$ cat src/rtl/memory_cycle.sv
// MEM pipeline stage: branch/jump resolution, ready-handshaked data-memory access
// with lane alignment and load extension, and the MEM/WB pipeline register.
module memory_cycle #(
    parameter int unsigned MAX_WAIT = 15
) (
    input  logic        i_mem_clk,
    input  logic        i_mem_reset,
    input  logic [31:0] i_mem_pc,
    input  logic [31:0] i_mem_inst,
    input  logic [31:0] i_mem_alu_data,
    input  logic [31:0] i_mem_rs2_data,
    input  logic        i_mem_br_equal,
    input  logic        i_mem_br_less,
    input  logic        i_mem_lsu_wren,
    input  logic [2:0]  i_mem_slt_sl,
    input  logic [1:0]  i_mem_wb_sel,
    input  logic        i_mem_rd_wren,
    input  logic        i_dmem_ready,
    input  logic [31:0] i_dmem_rdata,
    output logic        o_dmem_req,
    output logic        o_dmem_we,
    output logic [31:0] o_dmem_addr,
    output logic [31:0] o_dmem_wdata,
    output logic [3:0]  o_dmem_bmask,
    output logic        o_mem_stall,
    output logic        o_mem_flush,
    output logic [31:0] o_mem_pc_target,
    output logic        o_mem_misaligned,
    output logic        o_mem_bus_err,
    output logic [31:0] o_mem_fwd_alu_data,
    output logic [31:0] o_mem_alu_data_wb,
    output logic [31:0] o_mem_ld_data_wb,
    output logic [31:0] o_mem_pc4_wb,
    output logic [1:0]  o_mem_wb_sel_wb,
    output logic        o_mem_rd_wren_wb,
    output logic [31:0] o_mem_inst_wb
);

    localparam int unsigned CNT_W = $clog2(MAX_WAIT + 1);

    localparam logic [6:0] OP_JAL    = 7'b1101111;
    localparam logic [6:0] OP_JALR   = 7'b1100111;
    localparam logic [6:0] OP_BRANCH = 7'b1100011;

    typedef enum logic [0:0] {
        S_IDLE = 1'b0,
        S_WAIT = 1'b1
    } state_e;

    state_e           state_q, state_d;
    logic [CNT_W-1:0] cnt_q, cnt_d;

    logic [31:0] alu_data_q, alu_data_d;
    logic [31:0] ld_data_q,  ld_data_d;
    logic [31:0] pc4_q,      pc4_d;
    logic [1:0]  wb_sel_q,   wb_sel_d;
    logic        rd_wren_q,  rd_wren_d;
    logic [31:0] inst_q,     inst_d;

    logic [1:0]  off;
    logic [1:0]  size;
    logic        is_unsigned;
    logic        access;
    logic        misaligned;
    logic        aligned_access;
    logic        timeout;
    logic        taken;

    logic        req_c;
    logic        stall_c;
    logic        flush_c;
    logic        misaligned_c;
    logic        bus_err_c;

    logic [3:0]  lane_mask;
    logic [31:0] lane_wdata;
    logic [7:0]  ld_byte;
    logic [15:0] ld_half;
    logic [31:0] ld_ext;

    // Access classification and alignment check
    always_comb begin
        off            = i_mem_alu_data[1:0];
        size           = i_mem_slt_sl[1:0];
        is_unsigned    = i_mem_slt_sl[2];
        access         = i_mem_lsu_wren | (i_mem_wb_sel == 2'b01);
        misaligned     = 1'b0;
        if (size == 2'b01) begin
            misaligned = off[0];
        end else if (size[1]) begin
            misaligned = (off != 2'b00);
        end
        misaligned     = misaligned & access;
        aligned_access = access & ~misaligned;
        timeout        = (state_q == S_WAIT) && !i_dmem_ready
                         && (cnt_q == CNT_W'(MAX_WAIT));
    end

    // Store lane placement
    always_comb begin
        lane_mask  = 4'b1111;
        lane_wdata = i_mem_rs2_data;
        case (size)
            2'b00: begin
                lane_mask  = 4'b0001 << off;
                lane_wdata = {4{i_mem_rs2_data[7:0]}};
            end
            2'b01: begin
                lane_mask  = 4'b0011 << off;
                lane_wdata = {2{i_mem_rs2_data[15:0]}};
            end
            default: begin
                lane_mask  = 4'b1111;
                lane_wdata = i_mem_rs2_data;
            end
        endcase
    end

    // Load lane extraction and extension
    always_comb begin
        ld_byte = 8'(i_dmem_rdata >> {off, 3'b000});
        ld_half = off[1] ? i_dmem_rdata[31:16] : i_dmem_rdata[15:0];
        case (size)
            2'b00:   ld_ext = is_unsigned ? {24'd0, ld_byte} : {{24{ld_byte[7]}}, ld_byte};
            2'b01:   ld_ext = is_unsigned ? {16'd0, ld_half} : {{16{ld_half[15]}}, ld_half};
            default: ld_ext = i_dmem_rdata;
        endcase
    end

    // Branch and jump resolution
    always_comb begin
        taken = 1'b0;
        if (i_mem_inst[6:0] == OP_JAL || i_mem_inst[6:0] == OP_JALR) begin
            taken = 1'b1;
        end else if (i_mem_inst[6:0] == OP_BRANCH) begin
            case (i_mem_inst[14:12])
                3'b000:         taken = i_mem_br_equal;
                3'b001:         taken = ~i_mem_br_equal;
                3'b100, 3'b110: taken = i_mem_br_less;
                3'b101, 3'b111: taken = ~i_mem_br_less;
                default:        taken = 1'b0;
            endcase
        end
    end

    // FSM state and wait counter register
    always_ff @(posedge i_mem_clk) begin
        if (i_mem_reset) begin
            state_q <= S_IDLE;
            cnt_q   <= '0;
        end else begin
            state_q <= state_d;
            cnt_q   <= cnt_d;
        end
    end

    // FSM next state
    always_comb begin
        state_d = state_q;
        cnt_d   = cnt_q;
        case (state_q)
            S_IDLE: begin
                if (aligned_access && !i_dmem_ready) begin
                    state_d = S_WAIT;
                    cnt_d   = CNT_W'(1);
                end
            end
            S_WAIT: begin
                if (i_dmem_ready || timeout) begin
                    state_d = S_IDLE;
                    cnt_d   = '0;
                end else begin
                    cnt_d   = cnt_q + CNT_W'(1);
                end
            end
            default: begin
                state_d = S_IDLE;
                cnt_d   = '0;
            end
        endcase
    end

    // FSM outputs; upstream is frozen during WAIT so the live inputs hold the request stable
    always_comb begin
        req_c        = 1'b0;
        stall_c      = 1'b0;
        bus_err_c    = 1'b0;
        misaligned_c = 1'b0;
        flush_c      = 1'b0;
        if (!i_mem_reset) begin
            case (state_q)
                S_IDLE: begin
                    req_c        = aligned_access;
                    stall_c      = aligned_access & ~i_dmem_ready;
                    misaligned_c = misaligned;
                end
                S_WAIT: begin
                    req_c        = aligned_access & ~timeout;
                    stall_c      = aligned_access & ~i_dmem_ready & ~timeout;
                    bus_err_c    = timeout;
                end
                default: begin
                    req_c = 1'b0;
                end
            endcase
            flush_c = taken & ~stall_c;
        end
    end

    // MEM/WB next values: bubble while stalled or aborted, suppressed write on misalignment
    always_comb begin
        alu_data_d = i_mem_alu_data;
        ld_data_d  = ld_ext;
        pc4_d      = i_mem_pc + 32'd4;
        wb_sel_d   = i_mem_wb_sel;
        rd_wren_d  = i_mem_rd_wren;
        inst_d     = i_mem_inst;
        if (stall_c || bus_err_c) begin
            wb_sel_d  = 2'b00;
            rd_wren_d = 1'b0;
            inst_d    = 32'd0;
        end else if (misaligned_c) begin
            rd_wren_d = 1'b0;
        end
    end

    always_ff @(posedge i_mem_clk) begin
        if (i_mem_reset) begin
            alu_data_q <= '0;
            ld_data_q  <= '0;
            pc4_q      <= '0;
            wb_sel_q   <= '0;
            rd_wren_q  <= 1'b0;
            inst_q     <= '0;
        end else begin
            alu_data_q <= alu_data_d;
            ld_data_q  <= ld_data_d;
            pc4_q      <= pc4_d;
            wb_sel_q   <= wb_sel_d;
            rd_wren_q  <= rd_wren_d;
            inst_q     <= inst_d;
        end
    end

    assign o_dmem_req         = req_c;
    assign o_dmem_we          = req_c & i_mem_lsu_wren;
    assign o_dmem_addr        = {i_mem_alu_data[31:2], 2'b00};
    assign o_dmem_wdata       = lane_wdata;
    assign o_dmem_bmask       = lane_mask;
    assign o_mem_stall        = stall_c;
    assign o_mem_flush        = flush_c;
    assign o_mem_pc_target    = {i_mem_alu_data[31:1], 1'b0};
    assign o_mem_misaligned   = misaligned_c;
    assign o_mem_bus_err      = bus_err_c;
    assign o_mem_fwd_alu_data = i_mem_alu_data;
    assign o_mem_alu_data_wb  = alu_data_q;
    assign o_mem_ld_data_wb   = ld_data_q;
    assign o_mem_pc4_wb       = pc4_q;
    assign o_mem_wb_sel_wb    = wb_sel_q;
    assign o_mem_rd_wren_wb   = rd_wren_q;
    assign o_mem_inst_wb      = inst_q;

endmodule

$ cat config.mk
export PLATFORM = sky130hd
export DESIGN_NAME = memory_cycle
export DESIGN_NICKNAME = d
export VERILOG_FILES = /design/src/rtl/memory_cycle.sv
export SDC_FILE = /design/constraint.sdc
export NUM_CORES = 1
export LEC_CHECK = 0
export ABC_AREA = 1
export BUFFER_PORTS_ARGS = -buffer_cell sky130_fd_sc_hd__buf_2
export CAP_MARGIN = 0
export CORE_AREA = 2 2 170 172
export DETAILED_ROUTE_END_ITERATION = 8
export DIE_AREA = 0 0 172 174
export GPL_TIMING_DRIVEN = 1
export HOLD_SLACK_MARGIN = 0.08
export PLACE_DENSITY = 0.48
export SYNTH_ARGS = -nofsm -noshare
export SYNTH_HDL_FRONTEND = slang
export SYNTH_SLANG_ARGS = --single-unit
$ cat constraint.sdc
create_clock -name i_mem_clk -period 1.2 [get_ports i_mem_clk]
set_input_delay 0.06 -clock i_mem_clk [delete_from_list [all_inputs] [get_ports i_mem_clk]]
set_output_delay 0.06 -clock i_mem_clk [all_outputs]
set_load 0.02 [all_outputs]
==> tab_implementation.tex, run 1 <==
\begin{tabular}{lr}
\hline
Metric & Value \\
\hline
\multicolumn{2}{l}{\textbf{Global routing}} \\
Total routing resource utilization after global routing & between 15 and 20\% \\
Wire length of the first global-routing pass & 39000 um \\
Number of antenna violations at the first check in global routing & 0 \\
Pin count of the biggest net entering global routing & 49 \\
Vias in the first global route & 7467 \\
Gr ovfl total & 0 \\
\multicolumn{2}{l}{\textbf{Worst setup path}} \\
Type of the worst setup path & reg -> reg \\
Critical path required time & 1.53 ns \\
Maximum fanout count along the critical path & 6 \\
Worst setup SP type & register \\
CP Data Arrival Time & 1.90 ns \\
Nature of the critical path endpoint & register \\
\multicolumn{2}{l}{\textbf{Placement}} \\
Detailed-placement wirelength estimate & 19900 um \\
Port-buffer cells & 437 \\
Routability congestion estimate & 0.871 \\
\multicolumn{2}{l}{\textbf{Clock network}} \\
Register clock-pin slew on the reported worst setup and hold paths & roughly 0.08 ns \\
Buffer cell driving the clock tree root & sky130\_fd\_sc\_hd\_\_clkbuf\_16 \\
Max Buffers Root-to-Sink & 2 \\
Number of buffers inserted during clock tree synthesis & 17 \\
Clock latency of the later-clocked register in the worst-skew pair & 0.43 ns \\
Htree depth & 4 \\
Sinks on Clock Net & roughly 140 \\
CTS tree & built \\
\multicolumn{2}{l}{\textbf{Detailed routing}} \\
Post-route ant nets & 0 \\
Drt initial violations & $\sim$260 \\
Via count of the routed design & roughly 7600 \\
Drt wl/cell & 14.0 um \\
First drt pass iteration count & 5 \\
Via density & 4.07 \\
Routed wire length & roughly 26000 um \\
Remaining DRCs & 0 \\
\multicolumn{2}{l}{\textbf{Logic synthesis}} \\
Cell type with the highest aggregate area in the netlist & sky130\_fd\_sc\_hd\_\_dfxtp\_1 \\
Post-synthesis instance total & around 960 \\
Mean instance size in the synthesized netlist & 6.88 um\^{}2 \\
Cell area after technology mapping & roughly 6600 um\^{}2 \\
Flops \& latches, synth & 136 \\
Share of the synthesized area in the top cell type & between 40\% and 50\% \\
Sequential share of the synthesized area & 41.4\% \\
Total of warnings raised by yosys & 0 \\
Library cells used by synthesis & 37 \\
Leading post-synthesis cells by cell area & sky130\_fd\_sc\_hd\_\_dfxtp\_1 (41\%), sky130\_fd\_sc\_hd\_\_nand2\_1 (14\%), sky130\_fd\_sc\_hd\_\_buf\_4 (13\%) \\
\multicolumn{2}{l}{\textbf{Cells and area}} \\
Share of post-route cells with drive strength above 1 & roughly two fifths \\
Ant. Diodes & 0 \\
Fillcell total & 3005 \\
Share of the core filled with cells in the final layout & 39.4\% \\
Final net count & about 1700 \\
Layout overhead on the synthesized area & 69.0\% \\
\multicolumn{2}{l}{\textbf{Die}} \\
Width of the chip & approximately 170 um \\
Count of pins on the block boundary & 441 \\
Area of the core region & 28200 um\^{}2 \\
Initial core utilization & 23.3\% \\
Die H & 174 um \\
Cell Rows & 62 \\
Die area & 29900 um\^{}2 \\
\multicolumn{2}{l}{\textbf{Outcome}} \\
Failing checks & negative setup slack \\
Result of the run & complete, but fails checks \\
\multicolumn{2}{l}{\textbf{Min path}} \\
Hold Path Class & in -> reg \\
\multicolumn{2}{l}{\textbf{Timing}} \\
Final Cycle Share & 131\% \\
Minimum hold slack & 0.115 ns \\
Minimum clock period after layout & 1.57 ns \\
Number of hold violations in the final report & 0 \\
Worst Skew & about 0.016 ns \\
Fmax & 635 MHz \\
Total setup violations reported at the end of the flow & 42 \\
Pins over their slew limit & 0 \\
Final worst slack & -0.375 ns \\
Unrepaired setup endpoints after global routing & yes \\
\multicolumn{2}{l}{\textbf{Power}} \\
Total power density per cell area & 1190 nW/um\^{}2 \\
Overall power & 13.3 mW \\
Reported net switching power & 4.38 mW \\
Peak supply drop & 0.632 mV \\
Internal power & 8.89 mW \\
Static leakage power & 6.14 nW \\
Combinational group share of total power & a little under a quarter \\
Clock network fraction of design power & 40.1\% \\
Part of the power in registers & 36.5\% \\
Sw frac & 33.0\% \\
\multicolumn{2}{l}{\textbf{Run}} \\
Maxcap violations & 0 \\
\hline
\end{tabular}
cell usage in the layout (no fill, tap or decap), types with 4 or more instances in the layout:
cell type	instances
sky130_fd_sc_hd__buf_12	6
sky130_fd_sc_hd__nor2_4	4
sky130_fd_sc_hd__inv_2	4
sky130_fd_sc_hd__o21ai_0	26
sky130_fd_sc_hd__clkbuf_16	19
sky130_fd_sc_hd__nand2_2	4
sky130_fd_sc_hd__nand2_1	245
sky130_fd_sc_hd__nor2_2	23
sky130_fd_sc_hd__dfxtp_1	134
sky130_fd_sc_hd__buf_4	64
sky130_fd_sc_hd__a21oi_1	40
sky130_fd_sc_hd__dlygate4sd3_1	129
sky130_fd_sc_hd__nor2_1	108
sky130_fd_sc_hd__o21ai_1	4
sky130_fd_sc_hd__a21boi_0	4
sky130_fd_sc_hd__inv_1	133
sky130_fd_sc_hd__nand3_2	4
sky130_fd_sc_hd__inv_8	6
sky130_fd_sc_hd__buf_2	426
sky130_fd_sc_hd__nand3_1	46
sky130_fd_sc_hd__clkinv_8	4
sky130_fd_sc_hd__buf_6	8
layout make-up:
class / count / area, um^2 / share of cell area, %
clock buffers: 17 / 425 / 3.82
clock inverters: 15 / 175 / 1.57
inverters: 138 / 520 / 4.68
multi-input cells: 549 / 2550 / 22.9
flip-flops and latches: 136 / 2730 / 24.5
well taps: 384 / 480 / 4.32
repair buffers: 639 / 4240 / 38.2
synthesized netlist by cell type (all sizes together):
cell type  instances
o211ai             3
nand3b             1
inv              138
xor2               2
nor2             135
conb               1
or2                1
a22oi              2
nand2            250
dfxtp            136
ha                 2
a21oi             43
nor3               4
a21boi             7
a211oi             1
xnor2              1
and2               1
o21a               1
nand3             53
a31oi              2
nand4              4
buf              121
o21bai             1
clkbuf            15
o21ai             32
power by group through the flow:
stage | clock network, mW | logic (mW) | registers [mW]
after global placement | 0 | 2.64 | 4.96
after floorplan | 0 | 1.28 | 5.29
after CTS | 5.56 | 3.05 | 4.85
final | 5.32 | 3.10 | 4.85
after detailed placement | 0 | 2.64 | 4.95
after global routing | 5.68 | 3.35 | 4.87
worst paths after layout:
kind	startpoint	to	slack, ns	cells after the start
worst max-delay path	cnt_q[1]$_SDFFE_PP0P_	o_mem_inst_wb[12]$_SDFF_PP0_	-0.37	10
worst min-delay path	i_dmem_rdata[11]	o_mem_ld_data_wb[11]$_SDFF_PP0_	0.11	4
worst max register to register	cnt_q[1]$_SDFFE_PP0P_	o_mem_inst_wb[12]$_SDFF_PP0_	-0.37	10
worst min register to register	state_q$_SDFF_PP0_	cnt_q[3]$_SDFFE_PP0P_	0.55	2
state kept, by name, summed over array words and instances, names as in the netlist:
name	cells
cnt_q	4
o_mem_alu_data_wb	32
o_mem_inst_wb	32
o_mem_ld_data_wb	32
o_mem_pc4_wb	32
o_mem_rd_wren_wb	1
o_mem_wb_sel_wb	2
state_q	1
repair_timing:
item,4_1_cts,5_1_grt
gates resized for setup,20,51
hold buffers,130,2
buffers inserted,7,3
endpoints found under the hold margin,129,2
pin swaps,6,14
endpoints found under the setup margin,41,87
gates cloned,2,2
through the flow:
step	std cells	setup slack (ns)	instance area, um^2	TNS (ns)
global route	1878	-0.436	11100	-15.85
global placement	1704	-0.157	8840	-1.25
finish	1878	-0.375	11100	-12.82
floorplan	959	0.0149	6620	0
CTS	1874	-0.380	10900	-12.73
detailed placement	1704	-0.132	8840	-2.59
logic make-up (layout without fill, tap and decap cells):
logic type	count (synthesis)	after routing	synth area share (%)
xor+xnor	3	3	0.399
compound gates	92	92	7.60
buf+inv	274	809	22.3
flops	136	136	41.4
simple gates	449	449	27.9
other cells	1	3	0.0570
fa+ha+maj	2	2	0.380
worst max-delay path, cell delays in order, from the launching register on:
cell and delay, ns:
sky130_fd_sc_hd__dfxtp_2 0.35, sky130_fd_sc_hd__ha_4 0.15, sky130_fd_sc_hd__nand3_4 0.08, sky130_fd_sc_hd__nor2_4 0.15
sky130_fd_sc_hd__inv_2 0.07, sky130_fd_sc_hd__buf_4 0.13, sky130_fd_sc_hd__buf_6 0.11, sky130_fd_sc_hd__nand3_4 0.11
sky130_fd_sc_hd__buf_12 0.14, sky130_fd_sc_hd__clkbuf_16 0.13, sky130_fd_sc_hd__nor2_1 0.03
per-layer routing:
| metal | up-vias | GRT usage, % | routed length, um |
|---|---|---|---|
| met5 | - | 0 | 0 |
| met2 | 320 | 31.3 | 13500 |
| met3 | 18 | 3.69 | 1770 |
| li1 | 3856 | - | - |
| met4 | 0 | 4.38 | 292 |
| met1 | 3453 | 19.0 | 10700 |
No activity file was read; power rests on OpenSTA's default activity.
==> run 2: changes to the inputs <==
==> config.mk (replaced) <==
export PLATFORM = sky130hd
export DESIGN_NAME = memory_cycle
export DESIGN_NICKNAME = d
export VERILOG_FILES = /design/src/rtl/memory_cycle.sv
export SDC_FILE = /design/constraint.sdc
export NUM_CORES = 1
export LEC_CHECK = 0
export BUFFER_PORTS_ARGS = -buffer_cell sky130_fd_sc_hd__buf_2
export CAP_MARGIN = 0
export CORE_AREA = 2 2 172 174
export DETAILED_ROUTE_END_ITERATION = 8
export DIE_AREA = 0 0 174 176
export GPL_TIMING_DRIVEN = 1
export HOLD_SLACK_MARGIN = 0.08
export PLACE_DENSITY = 0.45
export SYNTH_ARGS = -nofsm -noshare
export SYNTH_HDL_FRONTEND = slang
export SYNTH_SLANG_ARGS = --single-unit
==> constraint.sdc (replaced) <==
create_clock -name i_mem_clk -period 1.35 [get_ports i_mem_clk]
set_input_delay 0.0675 -clock i_mem_clk [delete_from_list [all_inputs] [get_ports i_mem_clk]]
set_output_delay 0.0675 -clock i_mem_clk [all_outputs]
set_load 0.02 [all_outputs]
==> run 2 against run 1 <==
Compared with the run above: clock-buffer cell count stayed put; synthesized cell count is 31% lower; worst hold slack worse by 0.0012 ns; clock power is 5.1% lower; largest cell class unchanged; critical path depth is 4 lower; largest power group unchanged; routed wire length is 8.2% lower; first-iteration DRC count is 11% lower; highest routed layer unchanged; the flow still finishes with violations (negative setup slack); global-route usage is 1.9 points lower; core utilization is 1.2 points lower; clock skew is 0.0063 ns lower; final area is 2.0% lower; critical endpoint is now o_dmem_we; non-clock buffer count is 21 higher.
==> tab_implementation.tex, run 2 <==
\begin{tabular}{lr}
\hline
Metric & Value \\
\hline
\multicolumn{2}{l}{\textbf{Cells and area}} \\
Share of post-route cells with drive strength above 1 & 51.2\% \\
Most frequent standard cell in the layout excluding fill and tap cells & sky130\_fd\_sc\_hd\_\_buf\_2 \\
Final net count & around 1400 \\
Ant. Diodes & 0 \\
Commonest non-fill, non-tap cells in the layout & sky130\_fd\_sc\_hd\_\_buf\_2 (425), sky130\_fd\_sc\_hd\_\_dfxtp\_1 (133), sky130\_fd\_sc\_hd\_\_dlygate4sd3\_1 (124), sky130\_fd\_sc\_hd\_\_buf\_4 (86), sky130\_fd\_sc\_hd\_\_nor2b\_1 (43) \\
Layout overhead on the synthesized area & 77.6\% \\
Share of the core filled with cells in the final layout & 38.2\% \\
\multicolumn{2}{l}{\textbf{Clock network}} \\
Htree depth & 4 \\
Max Buffers Root-to-Sink & 2 \\
Clock latency of the later-clocked register in the worst-skew pair & 0.42 ns \\
Sinks on Clock Net & 136 \\
Buffer cell driving the clock tree root & sky130\_fd\_sc\_hd\_\_clkbuf\_16 \\
Register clock-pin slew on the reported worst setup and hold paths & 0.07 ns \\
CTS tree & built \\
Number of buffers inserted during clock tree synthesis & 17 \\
\multicolumn{2}{l}{\textbf{Die}} \\
Die area & 30600 um\^{}2 \\
Initial core utilization & 21.5\% \\
Width of the chip & 174 um \\
Area of the core region & between 20000 and 30000 um\^{}2 \\
Count of pins on the block boundary & 441 \\
Die H & roughly 180 um \\
Cell Rows & 62 \\
\multicolumn{2}{l}{\textbf{Power}} \\
Part of the power in registers & 35.7\% \\
Clock network fraction of design power & 41.9\% \\
Total power density per cell area & 1110 nW/um\^{}2 \\
Reported net switching power & between 3 and 4 mW \\
Sw frac & 31.0\% \\
Combinational group share of total power & 22.4\% \\
Static leakage power & about 5.5 nW \\
Peak supply drop & 0.660 mV \\
Overall power & around 12 mW \\
Internal power & roughly 8.3 mW \\
\multicolumn{2}{l}{\textbf{Timing}} \\
Total setup violations reported at the end of the flow & between 40 and 50 \\
Final worst slack & -0.359 ns \\
Minimum clock period after layout & 1.71 ns \\
Total negative setup slack & -6.30 ns \\
Unrepaired setup endpoints after global routing & yes \\
Final Cycle Share & 127\% \\
Fmax & about 590 MHz \\
Worst Skew & around 0.0097 ns \\
Pins over their slew limit & 0 \\
Transition at the pin with the smallest max-transition slack & 0.845 ns \\
Number of hold violations in the final report & 0 \\
Worst rel slew slack & 43.2\% \\
\multicolumn{2}{l}{\textbf{Logic synthesis}} \\
Post-synthesis instance total & 657 \\
Library cells used by synthesis & 54 \\
Count of flip-flops with a built-in enable after synthesis & 0 \\
Sequential share of the synthesized area & around 44\% \\
Leading post-synthesis cells by cell area & sky130\_fd\_sc\_hd\_\_dfxtp\_1 (44\%), sky130\_fd\_sc\_hd\_\_buf\_4 (13\%), sky130\_fd\_sc\_hd\_\_nor2b\_1 (4.6\%) \\
Cell area after technology mapping & 6140 um\^{}2 \\
Share of the synthesized area in the top cell type & around 44\% \\
Flops \& latches, synth & about 140 \\
Most frequently used flop master after synthesis & sky130\_fd\_sc\_hd\_\_dfxtp\_1 \\
Most used standard cells in the synthesized netlist & sky130\_fd\_sc\_hd\_\_dfxtp\_1 (136), sky130\_fd\_sc\_hd\_\_buf\_4 (105), sky130\_fd\_sc\_hd\_\_nor2b\_1 (45) \\
Cell type with the highest aggregate area in the netlist & sky130\_fd\_sc\_hd\_\_dfxtp\_1 \\
Mean instance size in the synthesized netlist & 9.34 um\^{}2 \\
Total of warnings raised by yosys & 0 \\
Cell with the most instances after synthesis & sky130\_fd\_sc\_hd\_\_dfxtp\_1 \\
Share of flip-flops with an asynchronous set or reset after synthesis & 0\% \\
\multicolumn{2}{l}{\textbf{Detailed routing}} \\
First drt pass iteration count & 5 \\
Post-route ant nets & 0 \\
Drt wl/cell & roughly 15 um \\
Via count of the routed design & 6615 \\
Routed wire length & 24200 um \\
Remaining DRCs & 0 \\
Via density & 4.14 \\
Drt initial violations & 233 \\
\multicolumn{2}{l}{\textbf{Global routing}} \\
Pin count of the biggest net entering global routing & 39 \\
Gr ovfl total & 0 \\
Total routing resource utilization after global routing & 14.8\% \\
Wire length of the first global-routing pass & around 36000 um \\
Number of antenna violations at the first check in global routing & 0 \\
Vias in the first global route & 6517 \\
\multicolumn{2}{l}{\textbf{Run}} \\
Maxcap violations & 0 \\
\multicolumn{2}{l}{\textbf{Placement}} \\
Detailed-placement wirelength estimate & 17500 um \\
Worst slack, placed & -0.243 ns \\
Port-buffer cells & between 400 and 500 \\
Routability congestion estimate & approximately 0.8 \\
\multicolumn{2}{l}{\textbf{Worst setup path}} \\
Master of the slowest instance on the critical path & sky130\_fd\_sc\_hd\_\_dfxtp\_2 \\
Most Frequent Cell on Critical Path & sky130\_fd\_sc\_hd\_\_buf\_6 \\
Type of the worst setup path & reg -> out \\
Worst path top cell family by delay & buffers and inverters \\
Endpoint of the most critical register-to-register path & o\_mem\_inst\_wb[4]\$\_SDFF\_PP0\_ \\
Crit path capture & o\_dmem\_we \\
Nature of the critical path endpoint & primary output \\
CP Data Arrival Time & 1.64 ns \\
Critical path launch point & cnt\_q[0]\$\_SDFFE\_PP0P\_ \\
Worst setup SP type & register \\
Cells along the critical path & ha\_4 -> buf\_4 -> buf\_6 -> a41oi\_4 -> and3\_4 -> buf\_6 \\
Maximum fanout count along the critical path & 2 \\
WP buf/inv & 3 \\
Reg2reg path depth & 8 \\
Register-to-Register Setup Slack & -0.18 ns \\
Number of gates on the worst path with buffers counted & 6 \\
Critical path required time & 1.28 ns \\
Max incr delay on CP & 0.34 ns \\
R2R Path Start & cnt\_q[0]\$\_SDFFE\_PP0P\_ \\
\multicolumn{2}{l}{\textbf{Outcome}} \\
Failing checks & negative setup slack \\
Result of the run & complete, but fails checks \\
\multicolumn{2}{l}{\textbf{Min path}} \\
Hold Path Class & in -> reg \\
\hline
\end{tabular}
run 2: per-layer routing:
layer  vias to the layer above  global-route usage, %  share of wire [%]
li1                       3285                      -                  -
met1                      3088                   18.8                 44
met2                       228                   25.2                 49
met3                        14                   3.70                6.2
met4                         0                   3.85                1.0
met5                         -                      0                  0
run 2: how the worst min path moves through the flow:
stage	cells after the start	end	startpoint
after floorplan	1	o_mem_pc4_wb[2]$_SDFF_PP0_	i_mem_pc[2]
after global placement	2	o_mem_pc4_wb[0]$_SDFF_PP0_	i_mem_pc[0]
after detailed placement	2	o_mem_pc4_wb[0]$_SDFF_PP0_	i_mem_pc[0]
after CTS	4	o_mem_pc4_wb[13]$_SDFF_PP0_	i_mem_pc[13]
after global routing	4	o_mem_pc4_wb[13]$_SDFF_PP0_	i_mem_pc[13]
final	4	o_mem_pc4_wb[13]$_SDFF_PP0_	i_mem_pc[13]
run 2: per-stage QoR:
stage	cells	cell area [um^2]	hold WS [ns]
finish	1597	10900	0.113
global route	1597	10900	0.0809
CTS	1587	10700	0.0802
detailed placement	1421	8590	0.288
global placement	1421	8590	0.278
floorplan	659	6230	0.140
run 2: cells by family (layout without fill, tap and decap cells):
| kind of cell | Yosys count | in the layout | share of synthesized area, % |
|---|---|---|---|
| AO/OA/AOI/OAI | 110 | 111 | 12.0 |
| XOR/XNOR | 11 | 11 | 1.57 |
| adder cells (fa/ha/maj) | 2 | 2 | 0.408 |
| buffers and inverters | 152 | 705 | 16.0 |
| flip-flops | 136 | 136 | 44.4 |
| multiplexers | 28 | 28 | 5.32 |
| other | 1 | 3 | 0.0611 |
| AND/OR/NAND/NOR | 217 | 217 | 20.2 |
run 2: worst min-delay path: stages:
cell and delay [ns]:
sky130_fd_sc_hd__buf_2 0.10, sky130_fd_sc_hd__buf_4 0.12, sky130_fd_sc_hd__xnor2_1 0.10, sky130_fd_sc_hd__nor2_1 0.10
run 2: cell type report:
| type | count | area, um^2 |
|---|---|---|
| inverters | 13 | 48.8 |
| flip-flops and latches | 136 | 2730 |
| clock inverters | 15 | 204 |
| repair buffers | 660 | 4390 |
| clock buffers | 17 | 425 |
| well taps | 384 | 480 |
| fillers | 2963 | 17600 |
| multi-input cells | 372 | 2630 |
run 2: power by group through the flow:
stage                     clock (mW)  sequential, mW  combinational (mW)
final                           5.05            4.31                2.71
after global routing            5.39            4.33                2.89
after CTS                       5.24            4.31                2.64
after detailed placement           0            4.40                2.30
after global placement             0            4.40                2.31
after floorplan                    0            4.71                1.07
run 2: timing repair:
action	CTS	global route
hold endpoints to repair	130	0
gates resized for setup	17	33
hold buffers	129	0
cloned	1	4
pin swaps	5	17
endpoints found under the setup margin	39	67
setup buffers	4	10
==> run 3: changes to the inputs <==
--- a/config.mk
+++ b/config.mk
@@ -7,12 +7,13 @@
 export LEC_CHECK = 0
 export BUFFER_PORTS_ARGS = -buffer_cell sky130_fd_sc_hd__buf_2
 export CAP_MARGIN = 0
-export CORE_AREA = 2 2 172 174
+export CELL_PAD_IN_SITES_DETAIL_PLACEMENT = 0
+export CELL_PAD_IN_SITES_GLOBAL_PLACEMENT = 2
+export CORE_UTILIZATION = 19
 export DETAILED_ROUTE_END_ITERATION = 8
-export DIE_AREA = 0 0 174 176
 export GPL_TIMING_DRIVEN = 1
-export HOLD_SLACK_MARGIN = 0.08
-export PLACE_DENSITY = 0.45
+export HOLD_SLACK_MARGIN = 0.15
+export PLACE_DENSITY = 0.71
 export SYNTH_ARGS = -nofsm -noshare
 export SYNTH_HDL_FRONTEND = slang
 export SYNTH_SLANG_ARGS = --single-unit
==> constraint.sdc (replaced) <==
create_clock -name i_mem_clk -period 1.4 [get_ports i_mem_clk]
set_input_delay 0.07 -clock i_mem_clk [delete_from_list [all_inputs] [get_ports i_mem_clk]]
set_output_delay 0.07 -clock i_mem_clk [all_outputs]
set_load 0.02 [all_outputs]
==> run 3 against run 2 <==
Compared with the run above: the flow still finishes with violations (negative setup slack); sequential power decreased by 3%; clock skew fell by 0.00085 ns; via count grew 2.0%; critical path depth unchanged; final area increased by 0.22%; worst setup slack better by 0.050 ns; register-to-register slack gained 0.14 ns; worst hold slack gained 0.061 ns; highest routed layer unchanged.
==> tab_implementation.tex, run 3 (synthesis gave the netlist of run 2 again) <==
\begin{tabular}{lr}
\hline
Metric & Value \\
\hline
\multicolumn{2}{l}{\textbf{Timing}} \\
Number of hold violations in the final report & 0 \\
Final Cycle Share & 122\% \\
Final worst slack & -0.310 ns \\
Worst rel slew slack & 33.7\% \\
Pins over their slew limit & 0 \\
Minimum clock period after layout & 1.71 ns \\
Worst Skew & just under 0.009 ns \\
Fmax & about 600 MHz \\
Total negative setup slack & -1.88 ns \\
Unrepaired setup endpoints after global routing & yes \\
Total setup violations reported at the end of the flow & 29 \\
Transition at the pin with the smallest max-transition slack & just under 1 ns \\
\multicolumn{2}{l}{\textbf{Worst setup path}} \\
Worst path top cell family by delay & buffers and inverters \\
CP Data Arrival Time & 1.64 ns \\
WP buf/inv & 3 \\
Type of the worst setup path & reg -> out \\
Critical path required time & between 1 and 1.5 ns \\
Most Frequent Cell on Critical Path & sky130\_fd\_sc\_hd\_\_buf\_6 \\
Max incr delay on CP & 0.33 ns \\
Nature of the critical path endpoint & primary output \\
Cells along the critical path & ha\_4 -> buf\_4 -> buf\_6 -> a41oi\_4 -> and3\_4 -> buf\_6 \\
Master of the slowest instance on the critical path & sky130\_fd\_sc\_hd\_\_dfxtp\_2 \\
Maximum fanout count along the critical path & 2 \\
Worst setup SP type & register \\
\multicolumn{2}{l}{\textbf{Clock network}} \\
Clock latency of the later-clocked register in the worst-skew pair & 0.43 ns \\
Register clock-pin slew on the reported worst setup and hold paths & 0.06 ns \\
Htree depth & 4 \\
Max Buffers Root-to-Sink & 2 \\
Buffer cell driving the clock tree root & sky130\_fd\_sc\_hd\_\_clkbuf\_16 \\
Number of buffers inserted during clock tree synthesis & 17 \\
CTS tree & built \\
Sinks on Clock Net & 136 \\
\multicolumn{2}{l}{\textbf{Cells and area}} \\
Share of the core filled with cells in the final layout & roughly 35\% \\
Most frequent standard cell in the layout excluding fill and tap cells & sky130\_fd\_sc\_hd\_\_buf\_2 \\
Ant. Diodes & 0 \\
Commonest non-fill, non-tap cells in the layout & sky130\_fd\_sc\_hd\_\_buf\_2 (430), sky130\_fd\_sc\_hd\_\_dlygate4sd3\_1 (144), sky130\_fd\_sc\_hd\_\_dfxtp\_1 (134), sky130\_fd\_sc\_hd\_\_buf\_4 (92), sky130\_fd\_sc\_hd\_\_nor2b\_1 (42) \\
Share of post-route cells with drive strength above 1 & 49.5\% \\
Final net count & 1393 \\
Layout overhead on the synthesized area & 78.0\% \\
\multicolumn{2}{l}{\textbf{Die}} \\
Count of pins on the block boundary & 441 \\
Width of the chip & around 180 um \\
Die H & 182 um \\
Area of the core region & 31600 um\^{}2 \\
Cell Rows & 65 \\
Initial core utilization & 19.4\% \\
Die area & around 33000 um\^{}2 \\
\multicolumn{2}{l}{\textbf{Global routing}} \\
Wire length of the first global-routing pass & 36200 um \\
Pin count of the biggest net entering global routing & 26 \\
Vias in the first global route & 6527 \\
Total routing resource utilization after global routing & 14.4\% \\
Gr ovfl total & 0 \\
Number of antenna violations at the first check in global routing & 0 \\
\multicolumn{2}{l}{\textbf{Power}} \\
Clock network fraction of design power & 42.9\% \\
Internal power & around 8.5 mW \\
Overall power & 11.8 mW \\
Combinational group share of total power & 21.8\% \\
Peak supply drop & around 0.80 mV \\
Reported net switching power & 3.28 mW \\
Total power density per cell area & 1080 nW/um\^{}2 \\
Part of the power in registers & a little over a third \\
Sw frac & between 20\% and 30\% \\
Static leakage power & 5.47 nW \\
\multicolumn{2}{l}{\textbf{Detailed routing}} \\
Post-route ant nets & 0 \\
Via count of the routed design & approximately 6800 \\
Routed wire length & 24600 um \\
Drt initial violations & 206 \\
First drt pass iteration count & 5 \\
Remaining DRCs & 0 \\
Via density & 4.13 \\
Drt wl/cell & 15.1 um \\
\multicolumn{2}{l}{\textbf{Placement}} \\
Detailed-placement wirelength estimate & between 15000 and 20000 um \\
Routability congestion estimate & 0.770 \\
Port-buffer cells & 437 \\
\multicolumn{2}{l}{\textbf{Outcome}} \\
Result of the run & complete, but fails checks \\
Failing checks & negative setup slack \\
\multicolumn{2}{l}{\textbf{Min path}} \\
Hold Path Class & in -> reg \\
\multicolumn{2}{l}{\textbf{Run}} \\
Maxcap violations & 0 \\
\hline
\end{tabular}
[run 3: cell count changes in the layout (fill, tap and decap cells not counted), moves of 6 or more]
cell / delta
sky130_fd_sc_hd__dlygate4sd3_1: +20
sky130_fd_sc_hd__buf_4: +6
sky130_fd_sc_hd__and3_1: +9
sky130_fd_sc_hd__inv_8: -6
sky130_fd_sc_hd__and3_4: -9
[run 3: repair_timing]
item / CTS / global route
endpoints found under the setup margin: 38 / 67
setup buffers: 3 / 3
hold buffers: 144 / 4
hold endpoints to repair: 135 / 6
gates cloned: 0 / 3
resized for setup: 24 / 8
pin swaps: 6 / 6
[run 3: layout make-up]
type	instances	area [um^2]
Sequential cell	136	2730
Fill cell	3282	20700
Clock buffer	19	453
Multi-Input combinational cell	371	2540
Inverter	13	48.8
Clock inverter	12	199
Tap cell	402	503
Timing Repair Buffer	680	4450
[run 3: power groups by stage]
| stage | Sequential, mW | Combinational, mW | Clock (mW) |
|---|---|---|---|
| after global routing | 4.18 | 2.75 | 5.39 |
| after global placement | 4.24 | 2.23 | 0 |
| after CTS | 4.16 | 2.57 | 5.20 |
| final | 4.16 | 2.57 | 5.05 |
| after detailed placement | 4.24 | 2.22 | 0 |
| after floorplan | 4.54 | 1.03 | 0 |
[run 3: worst paths after layout]
path / startpoint / endpoint / slack, ns / depth (start not counted)
worst min-delay path: i_mem_reset / o_mem_pc4_wb[21]$_SDFF_PP0_ / 0.17 / 3
worst max register to register: cnt_q[0]$_SDFFE_PP0P_ / o_mem_inst_wb[8]$_SDFF_PP0_ / -0.04 / 7
worst min register to register: cnt_q[1]$_SDFFE_PP0P_ / cnt_q[1]$_SDFFE_PP0P_ / 0.65 / 3
worst max-delay path: cnt_q[0]$_SDFFE_PP0P_ / o_dmem_we / -0.31 / 6
[run 3: layer usage]
metal | vias to the layer above | GRT usage [%] | wire (um)
li1 | 3315 | - | -
met1 | 3147 | 16.1 | 10100
met2 | 264 | 25.6 | 12500
met3 | 24 | 3.97 | 1510
met4 | 0 | 5.49 | 538
met5 | - | 0 | 0
[run 3: stage by stage]
step | setup WS [ns] | instances | area, um^2 | hold WS, ns
after detailed placement | -0.214 | 1449 | 8630 | 0.287
after floorplan | -0.0585 | 659 | 6200 | 0.142
after CTS | -0.379 | 1627 | 10800 | 0.160
final | -0.310 | 1633 | 10900 | 0.174
after global routing | -0.416 | 1633 | 10900 | 0.176
after global placement | -0.208 | 1449 | 8630 | 0.282
[run 3: worst register-to-register path: stages (launching register included)]
cell and delay (ns):
sky130_fd_sc_hd__dfxtp_2 0.33, sky130_fd_sc_hd__ha_4 0.17, sky130_fd_sc_hd__buf_4 0.13, sky130_fd_sc_hd__buf_6 0.11, sky130_fd_sc_hd__a41oi_4 0.15, sky130_fd_sc_hd__buf_6 0.19
sky130_fd_sc_hd__clkbuf_16 0.16, sky130_fd_sc_hd__and3_1 0.15
